## src/rtl/mem_port_arbiter.sv

```systemverilog
// Purpose: shares one memory port between instruction fetch (I) and load/store (D), alternating priority on conflict.
// Latency: req in cycle 0 -> m_req in cycle 1; m_ack in cycle k -> x_done in cycle k+1; at least 3 cycles per access.
// Backpressure: the granted request is held on m_* until m_ack; the losing requester waits with req held high.
module mem_port_arbiter #(
    parameter int AW = 32,
    parameter int DW = 32
) (
    input  logic          clk,
    input  logic          rstn,
    input  logic          i_req,
    input  logic [AW-1:0] i_addr,
    output logic [DW-1:0] i_rdata,
    output logic          i_done,
    input  logic          d_req,
    input  logic          d_we,
    input  logic [AW-1:0] d_addr,
    input  logic [DW-1:0] d_wdata,
    output logic [DW-1:0] d_rdata,
    output logic          d_done,
    output logic          m_req,
    output logic          m_we,
    output logic [AW-1:0] m_addr,
    output logic [DW-1:0] m_wdata,
    input  logic [DW-1:0] m_rdata,
    input  logic          m_ack
);

    typedef enum logic [1:0] {
        IDLE   = 2'd0,
        BUSY_I = 2'd1,
        BUSY_D = 2'd2,
        RESP   = 2'd3
    } state_t;

    localparam logic OWNER_I = 1'b0;
    localparam logic OWNER_D = 1'b1;

    state_t state;
    state_t state_nxt;
    logic   last_owner;
    logic   grant_i;
    logic   grant_d;

    // Grant decision in IDLE: on conflict D wins only if I was served last.
    always_comb begin
        grant_d = 1'b0;
        grant_i = 1'b0;
        if (state == IDLE) begin
            grant_d = d_req && (!i_req || (last_owner == OWNER_I));
            grant_i = i_req && !grant_d;
        end
    end

    // Next-state logic; RESP always returns to IDLE without sampling requests.
    always_comb begin
        state_nxt = state;
        case (state)
            IDLE: begin
                if (grant_d) begin
                    state_nxt = BUSY_D;
                end else if (grant_i) begin
                    state_nxt = BUSY_I;
                end
            end
            BUSY_I:  if (m_ack) state_nxt = RESP;
            BUSY_D:  if (m_ack) state_nxt = RESP;
            RESP:    state_nxt = IDLE;
            default: state_nxt = IDLE;
        endcase
    end

    // State register.
    always_ff @(posedge clk or negedge rstn) begin
        if (!rstn) begin
            state <= IDLE;
        end else begin
            state <= state_nxt;
        end
    end

    // Registered outputs: launch the memory request on grant, capture data and pulse done on ack.
    always_ff @(posedge clk or negedge rstn) begin
        if (!rstn) begin
            last_owner <= OWNER_I;
            m_req      <= 1'b0;
            m_we       <= 1'b0;
            m_addr     <= '0;
            m_wdata    <= '0;
            i_done     <= 1'b0;
            d_done     <= 1'b0;
            i_rdata    <= '0;
            d_rdata    <= '0;
        end else begin
            i_done <= 1'b0;
            d_done <= 1'b0;
            case (state)
                IDLE: begin
                    if (grant_d) begin
                        last_owner <= OWNER_D;
                        m_req      <= 1'b1;
                        m_we       <= d_we;
                        m_addr     <= d_addr;
                        m_wdata    <= d_wdata;
                    end else if (grant_i) begin
                        last_owner <= OWNER_I;
                        m_req      <= 1'b1;
                        m_we       <= 1'b0;
                        m_addr     <= i_addr;
                        m_wdata    <= '0;
                    end
                end
                BUSY_I: begin
                    if (m_ack) begin
                        i_rdata <= m_rdata;
                        m_req   <= 1'b0;
                        i_done  <= 1'b1;
                    end
                end
                BUSY_D: begin
                    // Read data is captured for stores too; the owner may ignore it.
                    if (m_ack) begin
                        d_rdata <= m_rdata;
                        m_req   <= 1'b0;
                        d_done  <= 1'b1;
                    end
                end
                default: ;
            endcase
        end
    end

endmodule
```

## config.mk

```make
export PLATFORM = sky130hd
export DESIGN_NAME = mem_port_arbiter
export DESIGN_NICKNAME = d
export VERILOG_FILES = /design/src/rtl/mem_port_arbiter.sv
export SDC_FILE = /design/constraint.sdc
export NUM_CORES = 1
export LEC_CHECK = 0
export BUFFER_PORTS_ARGS = -buffer_cell sky130_fd_sc_hd__buf_4
export CAP_MARGIN = 20
export CORE_MARGIN = 8
export CORE_UTILIZATION = 50
export DETAILED_ROUTE_END_ITERATION = 7
export PLACE_DENSITY = 0.86
export SYNTH_ARGS = -nofsm -noshare
export SYNTH_HDL_FRONTEND = slang
export SYNTH_SLANG_ARGS = --single-unit
```

## constraint.sdc

```tcl
create_clock -name clk -period 5 [get_ports clk]
set_input_delay 0.25 -clock clk [delete_from_list [all_inputs] [get_ports clk]]
set_output_delay 0.25 -clock clk [all_outputs]
set_load 0.05 [all_outputs]
```

; After elaboration in Yosys (flattened, before gate mapping)
; Cells that the tools add are included.
[classes]
bitwise_logic = 1
n_mux = 20
eq_ne = 5
n_reduce_logical = 14
[op_table]
columns = cell, count
row1 = two-way mux 32 bit, 4
row2 = two-way mux 1 bit, 11
row3 = AND reduction 2 bit, 4
row4 = two-way mux 2 bit, 3
row5 = one-hot mux 2 bit (3 select lines), 1
row6 = == test 2 bit (second input constant), 2
row7 = nonzero test 2 bit, 2
row8 = != test 3 bit (second input constant), 1
row9 = AND reduction 3 bit, 1
row10 = == test 2 x 1 -> 1 bit (second input constant), 1
row11 = logical AND 1 bit, 2
row12 = zero test 1 bit, 2
row13 = zero test 2 bit, 1
row14 = != test 2 x 1 -> 1 bit (second input constant), 1
row15 = one-hot mux 1 bit (2 select lines), 1
row16 = OR reduction 2 bit, 1
row17 = logical OR 1 bit, 1
row18 = inverter 1 bit, 1
[word_totals]
output_inout_bits = 132
reg_bits = 135
wordCells = 50
inputBits = 134

; Depth between registers and ports, before layout
[logic_depth]
ltp_word = 9
mapped_depth = 8
depth_no_buf = 5

; Worst setup path after synthesis
; OpenSTA, ideal clock, no wires.
[synth_path]
path_kind = reg2reg
from = register state[0]
to = register state[1]
path_stages_with_launch = 7
required_time_ps = 4875
n_path_buf = 1
setup_ps = 125
arrival_ps = 1457
slack_ps = 3418
period_less_slack_ps = 1582
path_cell_list = dfrtp_1 -> inv_1 -> ha_1 -> buf_4 -> inv_2 -> o32a_4 -> mux2_4
[synth_between]
elab_chain_cells = 4
elab_cells_between_ends = 12
cone_classes = eq/ne (5) / mux (4) / reduce/logical (3)
[synth_lines]
columns = item, line_no
row1 = "start, declared", 38  ; state_t state;
row2 = "start signal, assigned", 77  ; state <= state_nxt;
row3 = "zero test 2 bit, or another cell as far along", "48, 57"
row4 = two-way mux 1 bit / OR reduction 2 bit (equally long branches), --
row5 = "two-way mux 2 bit, or another cell as far along", 59  ; if (grant_d) begin
row6 = one-hot mux 2 bit (3 select lines) / AND reduction 2 bit (equally long branches), --
; Parallel ways exist; a longest one is shown, timed or not.
; A chain may end at the register's enable or synchronous reset.

; Final worst setup path
[layout_path]
from = register state[0]
to = register m_addr[16]
[layout_between]
elab_chain_cells = 4
elab_cells_between_ends = 6
cone_classes = mux (3) / reduce/logical (3)
[layout_lines]
columns = item, line_no
row1 = zero test 2 bit *, "48, 96"
row2 = two-way mux 1 bit, 48  ; if (state == IDLE) begin
row3 = nonzero test 2 bit (no line), --
row4 = AND reduction 2 bit (no line), --
row5 = "end signal, assigned", 102  ; m_addr <= d_addr;
row6 = "end signal, assigned", 108  ; m_addr <= i_addr;
row7 = "end, declared", 22  ; output logic [AW-1:0] m_addr,
; Mark *: on every way between the ends. The rest lies on a longest branch, timed or not.

==> out/results.txt <==
Outcome = complete, no violations
Routed Antenna Nets = 0
Final instance area = 0.009036 sq mm
Power Total = 7488 uW
H-Tree Depth = 4
Drt wl/cell = 22.45 um
Final Hold Fails = 0
Synth Net Count = 564
CTS tree = built
Initial antenna violation count = 1
All-Layer GR Usage = 0.2777
IO buf count = 265
Clock Pin Slew Worst Setup and Hold Paths = 60 ps
Top post-synthesis cells by area = dfrtp_1, mux2_2, a22o_1
FF-to-FF path depth = 8
WP data required = 5460 ps
Startpoint Class = flip-flop
Die ar. = 0.01469 sq mm
Worst Path Class, Setup = flip-flop to flip-flop
DR DRC count = 0
Sw frac = 0.4904
First-pass GRT wire length = 31.30 mm
R2R Path End = m_addr[16]$_DFFE_PN0P_
Setup slack, reg-to-reg = 2420 ps
Routed wire length = 20.48 mm
Post_cts resized = 0
R2R Path Start = state[0]$_DFFE_PN0P_
Most frequent cells after synthesis = dfrtp_1, mux2_2, a22o_1
GPL Wtd Cong = 0.8014
Core area = 0.01084 sq mm
Async SR Flop Fraction = 1.000
Post-Syn Instances = 427
Worst hold path type = input port to flip-flop
Leak pwr = 0.004270 uW
PD cells = 828.6 mW/mm^2
Synth Area in XOR/XNOR = 0
Vias in the first global route = 5593
Remaining Overflow, GRT = 0
Syn-to-layout area delta = 63.28%
Yosys cell types = 24
Synthesized flop and latch total = 135
Yosys warns = 0
Max Cap Viol = 0
Clk pwr share = 0.172
Setup violators final = 0
M1 GR Usage = 0.3164
NumNets Final = 895
Clock Skew = 14.36 ps
Crit Path Max Fanout = 50
Post-DP HPWL = 12.66 mm
Fin. max-slew vios = 0
Psw = 3672 uW
Cell taking the most area after synthesis = dfrtp_1
Die W = 121.2 um
CTS Buf Count = 17
Clk buf depth = 2
Mux cell area share after synthesis = 0.1348
Syn avg cell area = 12.96 sq um
CP arrival = 3030 ps
Internal cell power = 3816 uW
Top-count cell post-synth = dfrtp_1
Min cycle time layout = 2575 ps
GR Util met3 = 0.09586
Die Span Y = 121.2 um
Setup crit start = state[0]$_DFFE_PN0P_
Clk Latency, worst-skew pair = 530 ps
Part of the power in registers = 0.271
Worst hold margin = 17.26 ps
Synth Area in Simple Gates = 0.02690
Site Rows = 38
Fraction of layout cells with a size suffix above 1 = 0.4838
Comb pwr share = 0.558
Top FF cell, synth = dfrtp_1
Peak VDD IR = 633.8 uV
Top cell type's share of synthesized area = 0.6104
Top-level port count = 266
RSZ-0062 raised after global routing = no
Relative slew margins = 0.3191
Period Utilization, post-route = 0.5150
Compound-Gate Fraction of Synth Area = 0.1797
GR met2 Demand/Resource = 0.4646
EDFF count, synth = 0
Slew of the pin with the lowest slew margin = 1020 ps
Setup_tns = 0 ps
CTS Sinks = 135
Fill cell count = 564
Detailed Routing Iterations Pass 1 = 5
Largest net degree at the start of global routing = 79
Fmax = 388.3 MHz
Largest family of logic cells by synthesized area = compound AO/OA/AOI/OAI gates
Routed vias = 5173
Critical path capture point type = flip-flop
Synth Area in Adders = 0.006783
Seq/Total Area, Yosys = 0.6104
Gr busiest metal = met2
Post-Syn Area = 0.005534 sq mm
Crit path capture = m_addr[16]$_DFFE_PN0P_
Vias per cell = 5.672
Setup Fix Bufs, Post-CTS = 0
CTS Hold Buffers Added = 79
Root Driver = clkbuf_8
Placed Area = 0.007553 sq mm
Iter 0 DRT Violations = 535
Initial Util = 0.5105
-- worst min-delay path by stage --
stage	from	to	slack [ps]	cells past startpoint
finish	d_addr[22]	m_addr[22]$_DFFE_PN0P_	20	3
CTS	i_addr[6]	m_addr[6]$_DFFE_PN0P_	0.6	3
global route	i_addr[13]	m_addr[13]$_DFFE_PN0P_	4	3
detailed placement	rstn	i_rdata[17]$_DFFE_PN0P_	450	1
floorplan	rstn	d_done$_DFF_PN0_	-50	0
global placement	rstn	d_rdata[20]$_DFFE_PN0P_	440	1
-- power groups by stage --
stage / combinational (uW) / sequential (uW) / clock, uW
after floorplan: 956 / 3740 / 0
after global placement: 3930 / 1960 / 0
after detailed placement: 4020 / 1980 / 0
after CTS: 4090 / 1990 / 1290
after global routing: 4340 / 2070 / 1350
final: 4170 / 2030 / 1290
-- metal layers --
layer	up-vias	share of wire
li1	2265	-
met1	2534	0.37
met2	335	0.50
met3	39	0.094
met4	0	0.030
met5	-	0
-- area by class of cell --
cell class / count / area [sq um] / area share
multi-input combinational: 243 / 1932 / 0.2138
tap: 140 / 175.2 / 0.01939
timing repair buffer: 352 / 2900 / 0.3210
inverter: 9 / 33.78 / 0.003739
clock buffer: 23 / 476.7 / 0.05276
clock inverter: 9 / 137.6 / 0.01523
antenna: 1 / 2.502 / 0.0002769
sequential: 135 / 3378 / 0.3739
-- state kept, by name (all words and copies together), names as in the netlist --
| register | cells |
|---|---|
| d_rdata | 32 |
| i_rdata | 32 |
| i_done | 1 |
| last_owner | 1 |
| d_done | 1 |
| m_req | 1 |
| m_wdata | 32 |
| m_addr | 32 |
| state | 2 |
| m_we | 1 |
-- cells by family (layout without fill, tap and decap cells) --
group	Yosys count	after routing
AO/OA/AOI/OAI	137	137
adder cells (fa/ha/maj)	3	3
buffers and inverters	49	393
flip-flops	135	135
multiplexers	66	66
other	0	1
AND/OR/NAND/NOR	37	37
-- cell usage in the layout, fill, tap and decap left out, types with 2 or more instances in the layout --
cell type / n
ha_1: 3
dfrtp_1: 135
buf_16: 2
nand2_1: 3
dlygate4sd3_1: 79
o21ai_0: 32
mux2_2: 64
inv_1: 8
clkbuf_8: 5
clkinv_4: 2
clkbuf_16: 16
clkbuf_1: 2
a31oi_1: 32
buf_4: 269
inv_6: 2
o2111ai_1: 32
o22ai_1: 4
bufinv_16: 3
a22o_1: 33
nor2_1: 32
-- worst max-delay path, stage by stage (launching register included) --
cell           delay (ps)
dfrtp_1               380
inv_1                 110
ha_1                  170
buf_4                 370
o21a_2                420
buf_12                260
nor2_1                 60
a31oi_1               140
dlygate4sd3_1         570
-- through the flow --
stage | utilization | cells | worst slack [ps]
4_1_cts | 0.8264 | 908 | 2023
3_5_place_dp | 0.6968 | 797 | 2055
5_1_grt | 0.8336 | 912 | 2270
3_3_place_gp | 0.6954 | 796 | 2188
6_report | 0.8336 | 912 | 2425
2_1_floorplan | - | 427 | 3418
Power figures use the tool's default switching activity.
